--- src/rtl/fnd_scan_driver.sv ---
// Multiplexed N-digit 7-segment driver: shadowed digit word, hex/dash glyphs,
// decimal points, blanking, leading-zero suppression and an anti-ghost guard.
module fnd_scan_driver #(
  parameter int DIGITS   = 4,
  parameter int SCAN_DIV = 50000,
  parameter int GUARD    = 2,
  localparam int IDX_W   = (DIGITS > 1) ? $clog2(DIGITS) : 1,
  localparam int PRE_W   = (SCAN_DIV > 1) ? $clog2(SCAN_DIV) : 1
) (
  input  logic                  clk,
  input  logic                  rst,
  input  logic                  load,
  input  logic [4*DIGITS-1:0]   digits_in,
  input  logic [DIGITS-1:0]     dp_in,
  input  logic [DIGITS-1:0]     blank_in,
  input  logic                  hex_mode,
  input  logic                  lz_en,
  output logic [6:0]            seg_out,
  output logic                  dp_out,
  output logic [DIGITS-1:0]     an_out,
  output logic [IDX_W-1:0]      scan_idx
);

  localparam logic [PRE_W-1:0] PRE_LAST = PRE_W'(SCAN_DIV - 1);
  localparam logic [PRE_W-1:0] GUARD_V  = PRE_W'(GUARD);
  localparam logic [IDX_W-1:0] IDX_LAST = IDX_W'(DIGITS - 1);

  function automatic logic [6:0] glyph(input logic [3:0] code, input logic hex);
    logic [6:0] g;
    case (code)
      4'h0: g = 7'b0000001;
      4'h1: g = 7'b1001111;
      4'h2: g = 7'b0010010;
      4'h3: g = 7'b0000110;
      4'h4: g = 7'b1001100;
      4'h5: g = 7'b0100100;
      4'h6: g = 7'b0100000;
      4'h7: g = 7'b0001111;
      4'h8: g = 7'b0000000;
      4'h9: g = 7'b0000100;
      4'hA: g = 7'b0001000;
      4'hB: g = 7'b1100000;
      4'hC: g = 7'b0110001;
      4'hD: g = 7'b1000010;
      4'hE: g = 7'b0110000;
      default: g = 7'b0111000;
    endcase
    if (!hex && code > 4'd9)
      g = 7'b1111110;
    return g;
  endfunction

  logic [PRE_W-1:0]    pre_p0;
  logic [IDX_W-1:0]    idx_p0;
  logic [4*DIGITS-1:0] digits_p0;
  logic [DIGITS-1:0]   dp_p0;
  logic [DIGITS-1:0]   blank_p0;

  logic [3:0]          codes [DIGITS];
  logic [DIGITS-1:0]   lz_sup;
  logic                zero_run;
  logic                dark;
  logic [DIGITS-1:0]   an_next;
  logic [6:0]          seg_next;
  logic                dp_next;

  logic [DIGITS-1:0]   an_p1;
  logic [6:0]          seg_p1;
  logic                dp_p1;

  // Stage p0 -> p1: decode the current slot from the shadow word
  always_comb begin
    lz_sup   = '0;
    zero_run = 1'b1;
    for (int i = 0; i < DIGITS; i++)
      codes[i] = digits_p0[4*i +: 4];
    // A digit is suppressed only when it and every digit to its left are zero
    for (int i = DIGITS - 1; i >= 1; i--) begin
      zero_run  = zero_run & (codes[i] == 4'd0);
      lz_sup[i] = lz_en & zero_run;
    end
    dark     = (pre_p0 < GUARD_V) | blank_p0[idx_p0] | lz_sup[idx_p0];
    an_next  = dark ? '1 : ~(DIGITS'(1) << idx_p0);
    seg_next = dark ? 7'b1111111 : glyph(codes[idx_p0], hex_mode);
    dp_next  = dark ? 1'b1 : ~dp_p0[idx_p0];
  end

  always_ff @(posedge clk) begin
    if (rst) begin
      pre_p0    <= '0;
      idx_p0    <= '0;
      digits_p0 <= '0;
      dp_p0     <= '0;
      blank_p0  <= '0;
      an_p1     <= '1;
      seg_p1    <= 7'b1111111;
      dp_p1     <= 1'b1;
    end else begin
      if (pre_p0 == PRE_LAST) begin
        pre_p0 <= '0;
        idx_p0 <= (idx_p0 == IDX_LAST) ? '0 : idx_p0 + 1'b1;
      end else begin
        pre_p0 <= pre_p0 + 1'b1;
      end
      if (load) begin
        digits_p0 <= digits_in;
        dp_p0     <= dp_in;
        blank_p0  <= blank_in;
      end
      an_p1  <= an_next;
      seg_p1 <= seg_next;
      dp_p1  <= dp_next;
    end
  end

  assign an_out   = an_p1;
  assign seg_out  = seg_p1;
  assign dp_out   = dp_p1;
  assign scan_idx = idx_p0;

endmodule

--- config.mk ---
export PLATFORM = sky130hd
export DESIGN_NAME = fnd_scan_driver
export DESIGN_NICKNAME = d
export VERILOG_FILES = /design/src/rtl/fnd_scan_driver.sv
export SDC_FILE = /design/constraint.sdc
export NUM_CORES = 1
export LEC_CHECK = 0
export ABC_AREA = 1
export CORE_AREA = 2 2 97 99
export DETAILED_ROUTE_END_ITERATION = 10
export DIE_AREA = 0 0 99 101
export GPL_ROUTABILITY_DRIVEN = 0
export GPL_TIMING_DRIVEN = 0
export SKIP_CTS_REPAIR_TIMING = 1
export SYNTH_ARGS = -nofsm -noshare
export SYNTH_HDL_FRONTEND = slang
export SYNTH_SLANG_ARGS = --single-unit
--- constraint.sdc ---
create_clock -name clk -period 1.8 [get_ports clk]
set_input_delay 0.54 -clock clk [delete_from_list [all_inputs] [get_ports clk]]
set_output_delay 0.54 -clock clk [all_outputs]
set_load 0.01 [all_outputs]
==> results.sh <==
export IMPL_outcome="finished, final reports clean"
export IMPL_path_clk_slew_ns=0.12
export IMPL_path_depth=1
export IMPL_fin_area_um2=3380
export IMPL_cts_buffers=5
export IMPL_drtIter0Drc=104
export IMPL_pin_count=43
export IMPL_io_buffers=42
export IMPL_dp_cells=527
export IMPL_final_nets=468
export IMPL_grt_pass1_vias=2217
export IMPL_mostFrequentLayoutCell="nand2_1"
export IMPL_start_kind="register"
export IMPL_syn_avg_cell_area_um2=6.97
export IMPL_place_area_um2=3170
export IMPL_ys_ff_latch=54
export IMPL_yosysWarnings=0
export IMPL_drv_cap=0
export IMPL_grt_pass1_wl_um=10400
export IMPL_drtPass1Iterations=4
export IMPL_holdWs_ns=0.454
export IMPL_diodes=0
export IMPL_worst_ep_required_time_ns=1.26
export IMPL_critPathKind="register to output port"
export IMPL_total_power_w=0.00235
export IMPL_synth_edff_count=0
export IMPL_irDropWorstVdd_uv=268
export IMPL_fin_skew_ns=0.0159
export IMPL_wl_per_cell_um=12.0
export IMPL_hold_viol=0
export IMPL_drtAntennaViolNets=0
export IMPL_grt_max_degree=20
export IMPL_p_leak_nw=1.45
export IMPL_cts_sinks=54
export IMPL_synth_flop_cell="dfxtp_1"
export IMPL_synth_cells=374
export IMPL_async_flop_share_pct=0
export IMPL_slew_viol_final=0
export IMPL_grt_ovfl_total=0
export IMPL_hp_class="register to register"
export IMPL_fin_tns_setup_ns=0
export IMPL_pwr_density_cell_nw_per_um2=696
export IMPL_vias=2521
export IMPL_syn_num_nets=414
export IMPL_stdcell_count=540
export IMPL_wl_um=6470
export IMPL_antenna_found_initial=0
export IMPL_hpwl_um=4710
export IMPL_critPathArrivalTime_ns=1.17
export IMPL_setup_viol=0
export IMPL_crit_fanout=1
export IMPL_syn_to_final_growth_pct=29.5
export IMPL_critPathBufInv=1
export IMPL_crit_family="buffers and inverters"
export IMPL_fp_dieW_um=99
export IMPL_fin_crit_ns=1.71
export IMPL_die_h_um=101
export IMPL_seqCellArea_um2=1090
export IMPL_cts_max_path_buffers=2
export IMPL_worst_slew_pin_slew_ns=0.503
export IMPL_dieArea_um2=10000
export IMPL_h_tree_depth=2
export IMPL_post_route_cells_drive_above_1_share_pct=9.56
export IMPL_vias_per_cell=4.67
export IMPL_ys_seq_area_share_pct=41.5
export IMPL_endpoint_kind="output port"
export IMPL_coreArea_um2=8980
export IMPL_fillers=928
export IMPL_drc=0
export IMPL_min_path_cells=1
export IMPL_reg2regPathDepth=11
export IMPL_layout_cells_most_common_list="85 x nand2_1, 63 x nor2_1, 52 x dfxtp_1"
export IMPL_synth_distinct_cells=27
export IMPL_start_util_pct=29.0
export IMPL_cts_tree="built"
export IMPL_syn_cell_area_um2=2610
export IMPL_slew_limit_headroom_pct=66.4
export IMPL_period_share_pct=95.2
export IMPL_cp_cell_sequence="clkdlybuf4s50_1"
export IMPL_row_count=35
export IMPL_root_buffer="clkbuf_8"
export IMPL_slowest_stage="clkdlybuf4s50_1"
export IMPL_multi_input_area_um2=1370
export IMPL_max_freq_mhz=583
export IMPL_groute_usage_overall_pct=12.9
export IMPL_cpPeakStageDelay_ns=0.52
export IMPL_insertion_delay_ns=0.33
-- stage by stage --
step | utilization (%) | worst slack, ns
6_report | 37.6 | 0.0855
5_1_grt | 37.6 | -0.0156
4_1_cts | 36.4 | -0.221
3_5_place_dp | 35.3 | -0.409
3_3_place_gp | 35.3 | -0.398
2_1_floorplan | - | 0.0939
-- synth_stat cells, types with 2 or more instances --
master	count	share of area, %
buf_2	2	0.38
nand2_1	89	13
dfxtp_1	54	41
clkbuf_1	7	1.0
nor3_1	2	0.38
nor2_2	2	0.48
xor2_1	3	1.0
nor2_1	63	9.1
o21ai_0	35	6.7
xnor2_1	2	0.67
nand3b_1	2	0.58
nand4_1	4	0.96
nand3_1	34	6.5
ha_1	11	5.3
a21oi_1	20	3.8
buf_6	2	0.86
inv_1	32	4.6
-- layout make-up --
cell class,count,area share [%]
multi-input combinational,274,40.5
timing repair buffer,47,13.7
tap,111,4.11
inverter,34,4.04
clock inverter,3,0.852
sequential,54,32.2
buffer,12,2.45
clock buffer,5,2.04
-- power breakdown --
group / switching [W] / internal (W)
clock network: 0.000449 / 0.000292
registers: 0.0000268 / 0.00125
logic: 0.000176 / 0.000159
-- path summary, 6_finish.rpt --
| path | from | to | slack (ns) |
|---|---|---|---|
| max reg2reg | scan_idx[0]$_SDFFE_PP0P_ | seg_out[3]$_SDFF_PP1_ | 0.10 |
| min reg2reg | pre_p0[0]$_SDFF_PP0_ | pre_p0[0]$_SDFF_PP0_ | 0.45 |
| min | pre_p0[0]$_SDFF_PP0_ | pre_p0[0]$_SDFF_PP0_ | 0.45 |
| max | an_out[3]$_SDFF_PP1_ | an_out[3] | 0.09 |
-- cells by family (layout without fill, tap and decap cells) --
kind of cell	after synthesis	after routing	synth area share [%]
AO/OA/AOI/OAI	56	56	10.9
XOR/XNOR	5	5	1.68
adder cells (fa/ha/maj)	11	11	5.28
buffers and inverters	46	101	7.44
flip-flops	54	54	41.5
AND/OR/NAND/NOR	202	202	33.3
-- metal layers --
layer | routed length (um) | GRT usage [%]
met4 | 104 | 4.53
met1 | 2910 | 15.4
met5 | 0 | 0
met2 | 3180 | 23.0
met3 | 283 | 2.50
-- state kept, by name (all words and copies together), names as in the netlist --
signal     count
dp_out         1
blank_p0       4
pre_p0        16
digits_p0     16
an_out         4
scan_idx       2
seg_out        7
dp_p0          4
(Power assumes the default switching activity.)
